===== config.mk =====
export PLATFORM = sky130hd
export DESIGN_NAME = riscv_run_ctrl
export DESIGN_NICKNAME = d
export VERILOG_FILES = /design/src/rtl/riscv_run_ctrl.sv
export SDC_FILE = /design/constraint.sdc
export NUM_CORES = 1
export LEC_CHECK = 0
export BUFFER_PORTS_ARGS = -buffer_cell sky130_fd_sc_hd__buf_2
export CORE_ASPECT_RATIO = 1.75
export CORE_UTILIZATION = 55
export CTS_CLUSTER_DIAMETER = 30
export DETAILED_ROUTE_END_ITERATION = 10
export MAX_ROUTING_LAYER = met4
export PLACE_DENSITY = 0.85
export SLEW_MARGIN = 20
export SYNTH_ARGS = -nofsm -noshare
export SYNTH_HDL_FRONTEND = slang
export SYNTH_SLANG_ARGS = --single-unit

===== constraint.sdc =====
create_clock -name clock -period 4.02 [get_ports clock]
set_input_delay 0.402 -clock clock [delete_from_list [all_inputs] [get_ports clock]]
set_output_delay 0.402 -clock clock [all_outputs]
set_load 0.05 [all_outputs]

===== src/rtl/riscv_run_ctrl.sv =====
// Run controller for a small RISC-V core: program load, reset hold, run, and result handshake.
// Optional watchdog enabled by defining RUN_CTRL_WATCHDOG_EN (off by default).
module riscv_run_ctrl #(
    parameter int ADDR_W     = 8,
    parameter int DATA_W     = 32,
    parameter int RST_HOLD   = 4,
    parameter int MAX_CYCLES = 1000
) (
    input  logic              clock,
    input  logic              rst,
    input  logic              ld_valid,
    input  logic [ADDR_W-1:0] ld_addr,
    input  logic [DATA_W-1:0] ld_data,
    output logic              ld_ready,
    input  logic              start,
    input  logic              abort,
    input  logic              ack,
    input  logic              finish_flag,
    output logic              imem_we,
    output logic [ADDR_W-1:0] imem_addr,
    output logic [DATA_W-1:0] imem_wdata,
    output logic              core_rst,
    output logic              busy,
    output logic              done,
    output logic              timeout,
    output logic [31:0]       cycle_count
);

    typedef enum logic [2:0] {IDLE, HOLD, RUN, DONE, TOUT} state_t;

    localparam int HW = (RST_HOLD > 1) ? $clog2(RST_HOLD) : 1;

    if (RST_HOLD < 1 || MAX_CYCLES < 2) begin : g_param_check
        $error("riscv_run_ctrl: RST_HOLD must be >= 1 and MAX_CYCLES >= 2");
    end

    state_t        state;
    logic [HW-1:0] hold_cnt;
    logic [31:0]   cc_inc;
    logic          ld_take;

    // Saturating so a runaway core without a watchdog never wraps the count.
    assign cc_inc   = (cycle_count == 32'hFFFF_FFFF) ? cycle_count : cycle_count + 32'd1;
    assign ld_ready = (state == IDLE) && !start && !abort;
    assign ld_take  = ld_valid && ld_ready;

`ifdef RUN_CTRL_WATCHDOG_EN
    logic timeout_q;
    assign timeout = timeout_q;
`else
    assign timeout = 1'b0;
`endif

    always_ff @(posedge clock) begin
        if (!rst) begin
            state       <= IDLE;
            hold_cnt    <= '0;
            core_rst    <= 1'b1;
            imem_we     <= 1'b0;
            imem_addr   <= '0;
            imem_wdata  <= '0;
            busy        <= 1'b0;
            done        <= 1'b0;
            cycle_count <= '0;
`ifdef RUN_CTRL_WATCHDOG_EN
            timeout_q   <= 1'b0;
`endif
        end else begin
            // A word accepted last cycle still writes even if abort arrives now.
            imem_we <= ld_take;
            if (ld_take) begin
                imem_addr  <= ld_addr;
                imem_wdata <= ld_data;
            end

            if (abort) begin
                state    <= IDLE;
                core_rst <= 1'b1;
                busy     <= 1'b0;
                done     <= 1'b0;
`ifdef RUN_CTRL_WATCHDOG_EN
                timeout_q <= 1'b0;
`endif
            end else begin
                case (state)
                    IDLE, DONE, TOUT: begin
                        if (start) begin
                            state       <= HOLD;
                            hold_cnt    <= HW'(RST_HOLD - 1);
                            core_rst    <= 1'b1;
                            busy        <= 1'b1;
                            done        <= 1'b0;
                            cycle_count <= '0;
`ifdef RUN_CTRL_WATCHDOG_EN
                            timeout_q   <= 1'b0;
`endif
                        end else if (ack) begin
                            state <= IDLE;
                            done  <= 1'b0;
`ifdef RUN_CTRL_WATCHDOG_EN
                            timeout_q <= 1'b0;
`endif
                        end
                    end
                    HOLD: begin
                        if (hold_cnt == '0) begin
                            state    <= RUN;
                            core_rst <= 1'b0;
                        end else begin
                            hold_cnt <= hold_cnt - 1'b1;
                        end
                    end
                    RUN: begin
                        // The finishing cycle is counted, so the count always advances here.
                        cycle_count <= cc_inc;
                        if (finish_flag) begin
                            state    <= DONE;
                            done     <= 1'b1;
                            core_rst <= 1'b1;
                            busy     <= 1'b0;
                        end
`ifdef RUN_CTRL_WATCHDOG_EN
                        else if (cc_inc == 32'(MAX_CYCLES)) begin
                            state     <= TOUT;
                            timeout_q <= 1'b1;
                            core_rst  <= 1'b1;
                            busy      <= 1'b0;
                        end
`endif
                    end
                    default: begin
                        state    <= IDLE;
                        core_rst <= 1'b1;
                        busy     <= 1'b0;
                    end
                endcase
            end
        end
    end

endmodule

# Word level (Yosys, flattened, before mapping)
# Index checks and enable logic that the tools add are counted.
# op_classes
mux	20
eq_ne	11
add_sub_neg	2
n_reduce_logical	17
bitwise	3
# ops
op	count
32-bit two-way mux	2
32-bit one-hot mux with 2 select lines	1
32-bit by 1-bit adder with 32-bit output (second input constant)	1
32-bit equality test (second input constant)	1
3-bit two-way mux	4
3-bit AND reduction	4
2-bit != test (second input constant)	5
3-bit one-hot mux with 3 select lines	1
4-bit AND reduction	2
3-bit by 2-bit equality test with 1-bit output (second input constant)	2
1-bit two-way mux	6
1-bit one-hot mux with 3 select lines	2
2-bit two-way mux	2
2-bit one-hot mux with 2 select lines	1
2-bit nonzero test	2
3-bit by 1-bit equality test with 1-bit output (second input constant)	1
3-bit equality test (second input constant)	1
1-bit logical AND	3
3-bit zero test	1
3-bit != test (second input constant)	1
1-bit inverter	3
3-bit OR reduction	1
1-bit zero test	2
2-bit zero test	1
other kinds (3)	3
# word_totals
word_cells	62
out_inout_bits	78
in_bits	47
reg_bits	81

# Logic depth before layout (Yosys ltp)
# Gate-level depths: netlist (run 1).
# logic_depth
ltp_word	4
depth_mapped	10
depth_no_buf	7

# Least setup slack after synthesis (run 1)
# OpenSTA, ideal clock, no wires.
# synth_path
path_type	input to register
from	input start
to	register imem_addr[0]
arrival_time_ns	2.649
required_ns	3.950
setup_ns	0.070
path_stages	7
setup_slack_ns	1.301
path_buffers	3
cell_sequence	buf_2 nor3b_1 and2_1 clkbuf_1 buf_1 nand2_1 a21oi_1
# synth_between
elab_chain_len	4
# synth_rtl
element	line_no	rtl
from (decl)	15	input logic start,
1-bit zero test	44	assign ld_ready = (state == IDLE) && !start && !abort;
1-bit logical AND (2 in a row)	44	
net ld_ready	14	output logic ld_ready,
1-bit logical AND	45	assign ld_take = ld_valid && ld_ready;
to (signal assigned)	72	imem_addr <= ld_addr;
to (decl)	20	output logic [ADDR_W-1:0] imem_addr,
# The timed path passes the listed nets, and every way through them passes these cells.
# A chain may end at the register's enable or synchronous reset.

# Worst setup path after layout (run 1)
# layout_path
from	register state[0]
to	register cycle_count[12]
# layout_between
elab_chain_len	4
word_cells_on_any_way	10
classes_between	eq/ne (5); mux (1); reduce/logical (4)
# layout_rtl
element	line_no	rtl
from (decl)	37	state_t state;
from (signal assigned)	56	state <= IDLE;
from (signal assigned)	77	state <= IDLE;
from (signal assigned)	88	state <= HOLD;
3-bit by 2-bit equality test with 1-bit output (tied with other cells)	85	case (state)
3-bit OR reduction	85	
2-bit != test (no source line) / 2-bit nonzero test (equally long branches)	--	
4-bit AND reduction (no source line)	--	
to (signal assigned)	115	cycle_count <= cc_inc;
to (decl)	26	output logic [31:0] cycle_count
# Parallel ways exist; a longest one is shown, timed or not.

==> metrics.txt, run 1 <==
startpoint type of the worst setup path flop; Leak ~2.0 nW; Design Area, Final around 0.0047 mm2; CP top delay family simple AND/OR/NAND/NOR gates; Max Clk Rate around 0.34 GHz; Mapped Nets ~540; vias in the first global route ~3800; vias just over 4000; worst-path maximum fanout 30; Clk Latency, worst-skew pair around 0.34 ns; worst-margin pin slew around 1.0 ns; CTS tree yes; share of layout cells above drive strength 1 26.9%; clk_skew about 0.007 ns; Final nets ~640; pin count of the biggest net entering global routing 42; sequential power share between 40% and 50%; Setup CP Type flop to flop; Most used DFF post-synth dfxtp_1; htree depth 3; First-pass DRT Iterations 5; Tcrit/Tclk final 73.3%; Core ar. a little under 0.007 mm2; Num CTS Buffers 9; IO Pins 125; internal power 1.31 mW; area leader, netlist dfxtp_1; Final Hold Slack slightly below 0.3 ns; register bit total from synthesis 80; crit path cell chain inv_1 -> ha_1 -> mux2i_1 -> or2_1 -> o21ai_1 -> o21bai_1 -> a31oi_1; cell count along the critical path 7; TNS Setup 0 ns; synth top area cells dfxtp_1, nand2_1, a21oi_1; Sw Pwr 0.499 mW; Max VDD drop 0.288 mV; Slew Limit Fails 0; pwr dens about 380 mW/mm2; Hold Crit Start ld_addr[4]; top-count cell post-synth nand2_1; IO Port Bufs between 100 and 150; Hold Path End imem_addr[4]; WP data arrival 3.22 ns; Vias/cell 6.06; GRT Overall Usage between 30% and 40%; R2R depth 7; Starting Density 56.6%; CTS root buf clkbuf_16; max_cap viols 0; die height about 110 um; Final Hold Vio Count 0; clock power share between 40% and 50%; Setup Buffers After CTS 0; cell count after synthesis between 400 and 500; GRT overflow 0; Synth top area share 41.6%; Sink Count 80; unrepaired setup endpoints after global routing no; Hold Buf Count CTS 0; Placed Cells between 600 and 700; die area 0.00735 mm2; Final ANT Viol Nets 0; number of antenna violations at the first check in global routing 0; status complete, no violations; Reg clk slew, reported paths ~0.060 ns; cell row count 40; deepest clock path buffer count 2; Crit path buffers/inverters 1; placed standard-cell area between 0.004 and 0.005 mm2; synth warn 0; CTS resizes 0; antenna cell count 0; pre-CTS setup slack ~1.1 ns; mapped cell area 0.00385 mm2; routed len/inst between 15 and 20 um; RR Endpoint cycle_count[12]; Synth top cells by count nand2_1, dfxtp_1, a21oi_1; fin cells 679; drt drc 0; crit path time final 2.95 ns; initial DRC count 277; Rel. slew slack a little under a third; Mapped Avg Cell Area 7.92 um2; Comb power frac between 10% and 20%; reg-to-reg slack, setup around 1.1 ns; Async S/R FF share, synth 0%; CP Capture Type flop; register area share after synthesis 41.6%; EDFF count, synth 0; fin worst setup slack about 1.1 ns; Synth cell types 57; Area Overhead vs Synth 22.8%; Placer Congestion ~0.90; first-pass GRT wire length between 15 and 20 mm; DP HPWL 7.46 mm; Worst Hold Class primary input to flop; CP max stage cell or2_1; Critical R2R Launch state[0]; final WL 10.7 mm; Final setup viols 0; max incr delay on CP around 0.84 ns; Worst Path Required 4.29 ns; Sw Ratio between 20 and 30%; Die W 65.3 um; worst hold path depth 3
==> worst register-to-register path, cell delays in order, from the launching register on <==
cell and delay [ns]:
dfxtp_1 0.36, inv_1 0.08, ha_1 0.48, mux2i_1 0.34, or2_1 0.84, o21ai_1 0.37, o21bai_1 0.26, a31oi_1 0.13
==> state kept, by name, summed over array words and instances, names as in the netlist <==
name	count
cycle_count	32
imem_wdata	32
imem_addr	8
hold_cnt	2
state	2
busy	1
core_rst	1
done	1
imem_we	1
==> layout make-up <==
cell class	instances	area, um2
fillers	593	2080
multi-input cells	361	2040
flip-flops and latches	80	1600
repair buffers	128	653
clock buffers	10	239
well taps	84	105
clock inverters	6	50.0
inverters	10	37.5
==> cell usage in the layout (no fill, tap or decap), drive strengths merged, types with 2 or more instances in the layout <==
cell type and instances:
a211oi 5, a21oi 56, a31o 2, a31oi 14, a41o 2, and2 4
and3 9, and4 7, buf 128, clkbuf 10, clkinv 2, dfxtp 80
ha 5, inv 13, mux2i 5, nand2 103, nand2b 3, nand3 22
nand3b 2, nand4 15, nor2 26, nor3 13, nor4 5, o2111ai 3
o211ai 5, o21ai 14, o311ai 4, o31a 3, o31ai 4, o32ai 2
or2 2, or3 5, or4 7
==> layer usage <==
layer	track usage [%]	vias up	part of all wire, %
met5	-	-	0
met4	19.1	0	4.3
met3	5.95	39	6.9
met2	50.2	207	52
met1	33.9	1907	37
li1	-	1960	-
==> worst max-delay path by stage <==
stage | start | end
global route | state[0] | cycle_count[12]
global placement | state[0] | cycle_count[12]
CTS | state[0] | cycle_count[12]
floorplan | start | imem_addr[0]
detailed placement | state[0] | cycle_count[12]
finish | state[0] | cycle_count[12]
==> power by group through the flow <==
stage | clock (mW) | sequential, mW | combinational (mW)
after floorplan | 0 | 0.891 | 0.0905
after global placement | 0 | 0.837 | 0.198
after detailed placement | 0 | 0.838 | 0.202
after CTS | 0.795 | 0.820 | 0.202
after global routing | 0.827 | 0.822 | 0.219
final | 0.788 | 0.820 | 0.203
==> cell families (layout without fill, tap and decap cells) <==
family,Yosys count,count (layout),share of synthesized area (%)
AO/OA/AOI/OAI,122,122,19.8
multiplexers,6,6,1.59
flip-flops,80,80,41.6
adder cells (fa/ha/maj),5,5,1.62
other,1,1,0.0974
AND/OR/NAND/NOR,227,227,30.0
buffers and inverters,45,154,5.36
==> stage by stage <==
step,utilization (%),total power [mW]
floorplan,-,0.981
global placement,65.2,1.03
detailed placement,65.2,1.04
CTS,69.5,1.82
global route,69.5,1.87
finish,69.5,1.81
No activity file was read; power rests on OpenSTA's default activity.
==> run 2, diff against run 1 <==
CORE_UTILIZATION = 51   (was 55)
PLACE_DENSITY = 0.79   (was 0.85)
clock period = 3.1 ns   (was 4.02 ns; I/O delays follow)
==> run 2 against run 1 <==
Effect of this change:
- via count shrank 0.24%
- utilization is 3.4 points lower
- sequential cell count stayed put
- non-clock buffer count increased by 4
- clock skew grew 0.0026 ns
- die area up 7.7%
- critical path depth grew 1
- largest power group is now the clock network
- highest routed layer unchanged
==> metrics.txt, run 2 (synthesized netlist as in run 1, its figures left out) <==
GRT Overall Usage 29.6%; Design Area, Final about 0.0048 mm2; pin count of the biggest net entering global routing 42; antenna cell count 0; CTS root buf clkbuf_16; fill count between 600 and 700; pwr dens 505 mW/mm2; Vias/cell 5.99; Sw Ratio about a quarter; max_cap viols 0; Rel. slew slack roughly 52%; Sw Pwr 0.629 mW; Leak approximately 2.0 nW; Placer Congestion 0.891; CTS tree yes; number of antenna violations at the first check in global routing 0; Final nets ~650; die height roughly 120 um; fin worst setup slack 0.584 ns; TNS Setup 0 ns; routed len/inst ~16 um; status complete, no violations; htree depth 3; DP HPWL 7.77 mm; Comb power frac between 10% and 20%; CTS resizes 0; Num CTS Buffers 9; Slew Limit Fails 0; cell row count 41; Hold Buf Count CTS 0; Final Hold Vio Count 0; placed standard-cell area between 0.004 and 0.005 mm2; final WL about 11 mm; Max VDD drop ~0.47 mV; vias in the first global route approximately 3700; Largest regs cycle_count: 32 flops, imem_wdata: 32 flops, imem_addr: 8 flops; Core ar. between 0.007 and 0.008 mm2; vias between 4000 and 5000; sequential power share 44.1%; fin cells 685; Max Clk Rate between 0.3 and 0.4 GHz; startpoint type of the worst setup path flop; Worst Path Required 3.31 ns; first-pass GRT wire length between 15 and 20 mm; most common cell after layout, fill and taps aside buf_2; internal power between 1.5 and 2 mW; Worst Hold Class primary input to flop; die area about 0.0079 mm2; crit path time final between 2 and 3 ns; Final setup viols 0; Setup Buffers After CTS 0; Sink Count 80; clock power share 44.7%; worst-path maximum fanout 29; initial DRC count roughly 360; register area around 0.0016 mm2; Clk Latency, worst-skew pair about 0.34 ns; pre-CTS setup slack roughly 0.67 ns; CP Capture Type flop; Starting Density 53.2%; Final Util about two thirds; worst-margin pin slew ~0.71 ns; Final ANT Viol Nets 0; commonest non-fill, non-tap cells in the layout buf_2, nand2_1, dfxtp_1; drt drc 0; Final Power between 2 and 2.5 mW; GRT overflow 0; deepest clock path buffer count 2; Tcrit/Tclk final 81.2%; share of layout cells above drive strength 1 between 20% and 30%; Final Hold Slack approximately 0.2 ns; Setup CP Type flop to flop; Area Overhead vs Synth 24.1%; IO Pins 125; IO Port Bufs 123; WP data arrival about 2.7 ns; Placed Cells approximately 670; Reg clk slew, reported paths around 0.060 ns; area occupied by multi-input gates 0.00204 mm2; unrepaired setup endpoints after global routing no; Die W just under 70 um; First-pass DRT Iterations 5; clk_skew between 0.009 and 0.01 ns
[run 2: changes by cell type in the layout (fill, tap and decap cells not counted), sizes merged]
| cell | delta |
|---|---|
| buf | +4 |
| inv | -2 |
| bufinv | +1 |
| clkbuf | +1 |
[run 2: final cells by class]
type,instances,share of cell area [%]
clock inverters,5,1.34
inverters,10,0.785
flip-flops and latches,80,33.5
multi-input cells,361,42.7
well taps,86,2.25
clock buffers,11,5.08
repair buffers,132,14.3
[run 2: worst max-delay path, cell delays in order, from the launching register on]
cell and delay, ns:
dfxtp_1 0.35, inv_1 0.07, ha_1 0.47, mux2i_1 0.19, or2_1 0.26, buf_4 0.24
o21ai_1 0.53, o21bai_1 0.21, a31oi_1 0.06
[run 2: metal layers]
layer	global-route usage (%)	part of all wire, %	vias to the layer above
met1	32.0	38	1911
met4	19.7	4.2	0
li1	-	-	1971
met2	48.8	52	179
met3	4.36	6.1	42
met5	-	0	-
[run 2: final timing paths]
kind	slack, ns	end	from	cells past startpoint
min reg2reg	0.45	imem_wdata[28]	imem_wdata[28]	2
max reg2reg	0.58	cycle_count[12]	state[0]	8
max	0.58	cycle_count[12]	state[0]	8
min	0.20	imem_wdata[17]	ld_data[17]	3
[run 2: power by group through the flow]
stage               sequential, mW  clock, mW  combinational (mW)
floorplan                     1.16          0               0.117
global placement              1.09          0               0.262
detailed placement            1.09          0               0.267
CTS                           1.06       1.09               0.270
global route                  1.07       1.14               0.292
finish                        1.06       1.08               0.271
==> run 3, diff against run 2 <==
ABC_AREA = 1   (was default)
CORE_UTILIZATION = 47   (was 51)
PLACE_DENSITY = 0.76   (was 0.79)
clock period = 2.3 ns   (was 3.1 ns; I/O delays follow)
==> run 3 against run 2 <==
Effect of this change:
- clock power up 42%
- final cell count up 31%
- routed wire length up 3.6%
- global-route usage down 2.5 points
- non-clock buffer count up 3
- utilization down 4.5 points
- sequential share of layout area down 2.4 points
- total power up 52%
- critical path type unchanged
==> metrics.txt, run 3 <==
status complete, no violations; Final Hold Vio Count 0; Tcrit/Tclk final between 80% and 90%; clock power share 41.6%; pre-CTS setup slack 0.322 ns; XOR/XNOR Fraction of Synth Area less than 1%; Sw Pwr 1.07 mW; Synth top cells by count nor2_1, nand2_1, dfxtp_1; drt drc 0; Area Overhead vs Synth 25.6%; Critical R2R Launch cycle_count[0]; routed len/inst roughly 13 um; IO Port Bufs around 120; Final ANT Viol Nets 0; crit path time final slightly below 2 ns; TNS Setup 0 ns; fin cells 895; vias in the first global route 4270; share of layout cells above drive strength 1 20.9%; Synth Area in Adders about 1.5%; startpoint type of the worst setup path flop; number of antenna violations at the first check in global routing 0; Die W 72.6 um; commonest non-fill, non-tap cells in the layout nor2_1, nand2_1, buf_2; unrepaired setup endpoints after global routing no; worst hold path depth 3; Max Clk Rate just over 0.5 GHz; Placed Cells 880; Num CTS Buffers 9; First-pass DRT Iterations 5; Worst Hold Class primary input to flop; R2R depth 10; max_cap viols 0; RR Endpoint cycle_count[0]; first-pass GRT wire length between 15 and 20 mm; htree depth 3; DP HPWL slightly below 9 mm; Clk Latency, worst-skew pair between 0.3 and 0.4 ns; clk_skew a little under 0.006 ns; largest family of logic cells by synthesized area simple AND/OR/NAND/NOR gates; reg-to-reg slack, setup 0.31 ns; complex-gate fraction of the synthesized area between 10 and 15%; Sink Count 80; Max VDD drop approximately 0.59 mV; CTS root buf clkbuf_16; initial DRC count 250; Leak 2.38 nW; vias between 4000 and 5000; Hold Path End imem_wdata[19]; post-synthesis simple-gate area fraction between 30 and 40%; mapped cell area 0.00410 mm2; sequential power share just over 40%; Placer Congestion a little over 0.9; area leader, netlist dfxtp_1; Starting Density approximately 49%; register area share after synthesis roughly 40%; CTS tree yes; register bit total from synthesis 80; cell row count 44; Final setup viols 0; Setup CP Type flop to flop; cell count after synthesis 656; top-count cell post-synth nor2_1; Comb power frac roughly 17%; fin worst setup slack 0.311 ns; Hold Buf Count CTS 0; Worst Path Required about 2.5 ns; Hold Crit Start ld_data[19]; CP max stage cell dfxtp_1; Vias/cell between 5 and 6; GRT overflow 0; crit path cell chain ha_1 -> nand2_1 -> nor2_2 -> nand3_4 -> nor2_4 -> nand3_4 -> nand2_4 -> inv_2 -> nor2_1 -> nor2_1; Final nets 828; die height approximately 130 um; CTS resizes 0; Setup Buffers After CTS 0; worst-path maximum fanout 26; EDFF count, synth 0; Synth cell types 30; Core ar. roughly 0.0084 mm2; synth top area cells dfxtp_1, nor2_1, nand2_1; GRT Overall Usage a little over a quarter; Sw Ratio slightly below 30%; Largest regs cycle_count: 32 flops, imem_wdata: 32 flops, imem_addr: 8 flops; IO Pins around 130; final WL 11.5 mm; max incr delay on CP between 0.3 and 0.4 ns; area occupied by multi-input gates around 0.0021 mm2; Reg clk slew, reported paths 0.06 ns; Slew Limit Fails 0; antenna cell count 0; Most used DFF post-synth dfxtp_1; pin count of the biggest net entering global routing 42; Synth top area share about two fifths; fill count about 810; Async S/R FF share, synth 0%; Mapped Avg Cell Area around 6.2 um2; Final Hold Slack between 0.1 and 0.15 ns; WP data arrival 2.22 ns; deepest clock path buffer count 2; most common cell after layout, fill and taps aside nor2_1; CP Capture Type flop; synth warn 0; Mapped Nets around 710; internal power 2.60 mW; die area 0.00911 mm2; pwr dens 713 mW/mm2; register area 0.00160 mm2; fraction of synthesized area in multiplexers 0%
==> run 3: cell types whose count changed after synthesis, sizes merged, moves of 14 or more <==
cell	delta
nor2	+147
inv	+58
nand2	+54
o21ai	+37
nand3	+31
a21oi	-29
a31oi	-14
==> run 3: cell families (layout without fill, tap and decap cells) <==
kind of cell / count (synthesis) / count (layout)
xor+xnor: 1 / 1
fa+ha+maj: 5 / 5
flops: 80 / 80
simple gates: 392 / 392
compound gates: 82 / 82
other cells: 1 / 1
buf+inv: 95 / 219
==> run 3: critical path: cells and delay by family (launching register included) <==
| family | cells | cell delay, ns |
|---|---|---|
| AND/OR/NAND/NOR | 8 | 1.14 |
| adder cells (fa/ha/maj) | 1 | 0.20 |
| buffers and inverters | 1 | 0.16 |
| flip-flops | 1 | 0.39 |
==> run 3: worst max path at each step <==
stage	startpoint	end	slack (ns)	cells past startpoint
floorplan	state[0]	imem_wdata[22]	0.17	9
global placement	cycle_count[0]	cycle_count[18]	0.41	8
detailed placement	cycle_count[0]	cycle_count[0]	0.32	10
CTS	cycle_count[0]	cycle_count[0]	0.30	10
global route	cycle_count[0]	cycle_count[29]	0.12	11
finish	cycle_count[0]	cycle_count[0]	0.31	10
==> run 3: per-stage QoR <==
step | utilization [%] | total power [mW] | instance area, um2
detailed placement | 57.7 | 2.17 | 4830
global placement | 57.7 | 2.16 | 4830
floorplan | - | 2.01 | 4100
finish | 61.5 | 3.67 | 5150
global route | 61.5 | 3.82 | 5150
CTS | 61.5 | 3.70 | 5150
==> run 3: power by group through the flow <==
stage,registers [mW],logic (mW),clock network (mW)
final,1.51,0.631,1.53
after global placement,1.54,0.621,0
after floorplan,1.76,0.252,0
after detailed placement,1.54,0.631,0
after global routing,1.52,0.689,1.61
after CTS,1.51,0.634,1.55
==> run 3: per-layer routing <==
metal  wire length [um]  part of all wire [%]  global-route usage (%)  vias to the layer above
li1                   -                     -                       -                     2286
met1               4350                    38                    27.6                     1997
met2               6070                    53                    48.3                      180
met3                582                   5.1                    3.95                       32
met4                463                   4.0                    14.6                        0
met5                  0                     0                       -                        -
==> run 3: final cells by class <==
class | instances | area share [%]
clock inverters | 5 | 1.58
flip-flops and latches | 80 | 31.1
multi-input cells | 481 | 41.2
repair buffers | 135 | 13.7
inverters | 69 | 5.03
well taps | 115 | 2.79
clock buffers | 10 | 4.64
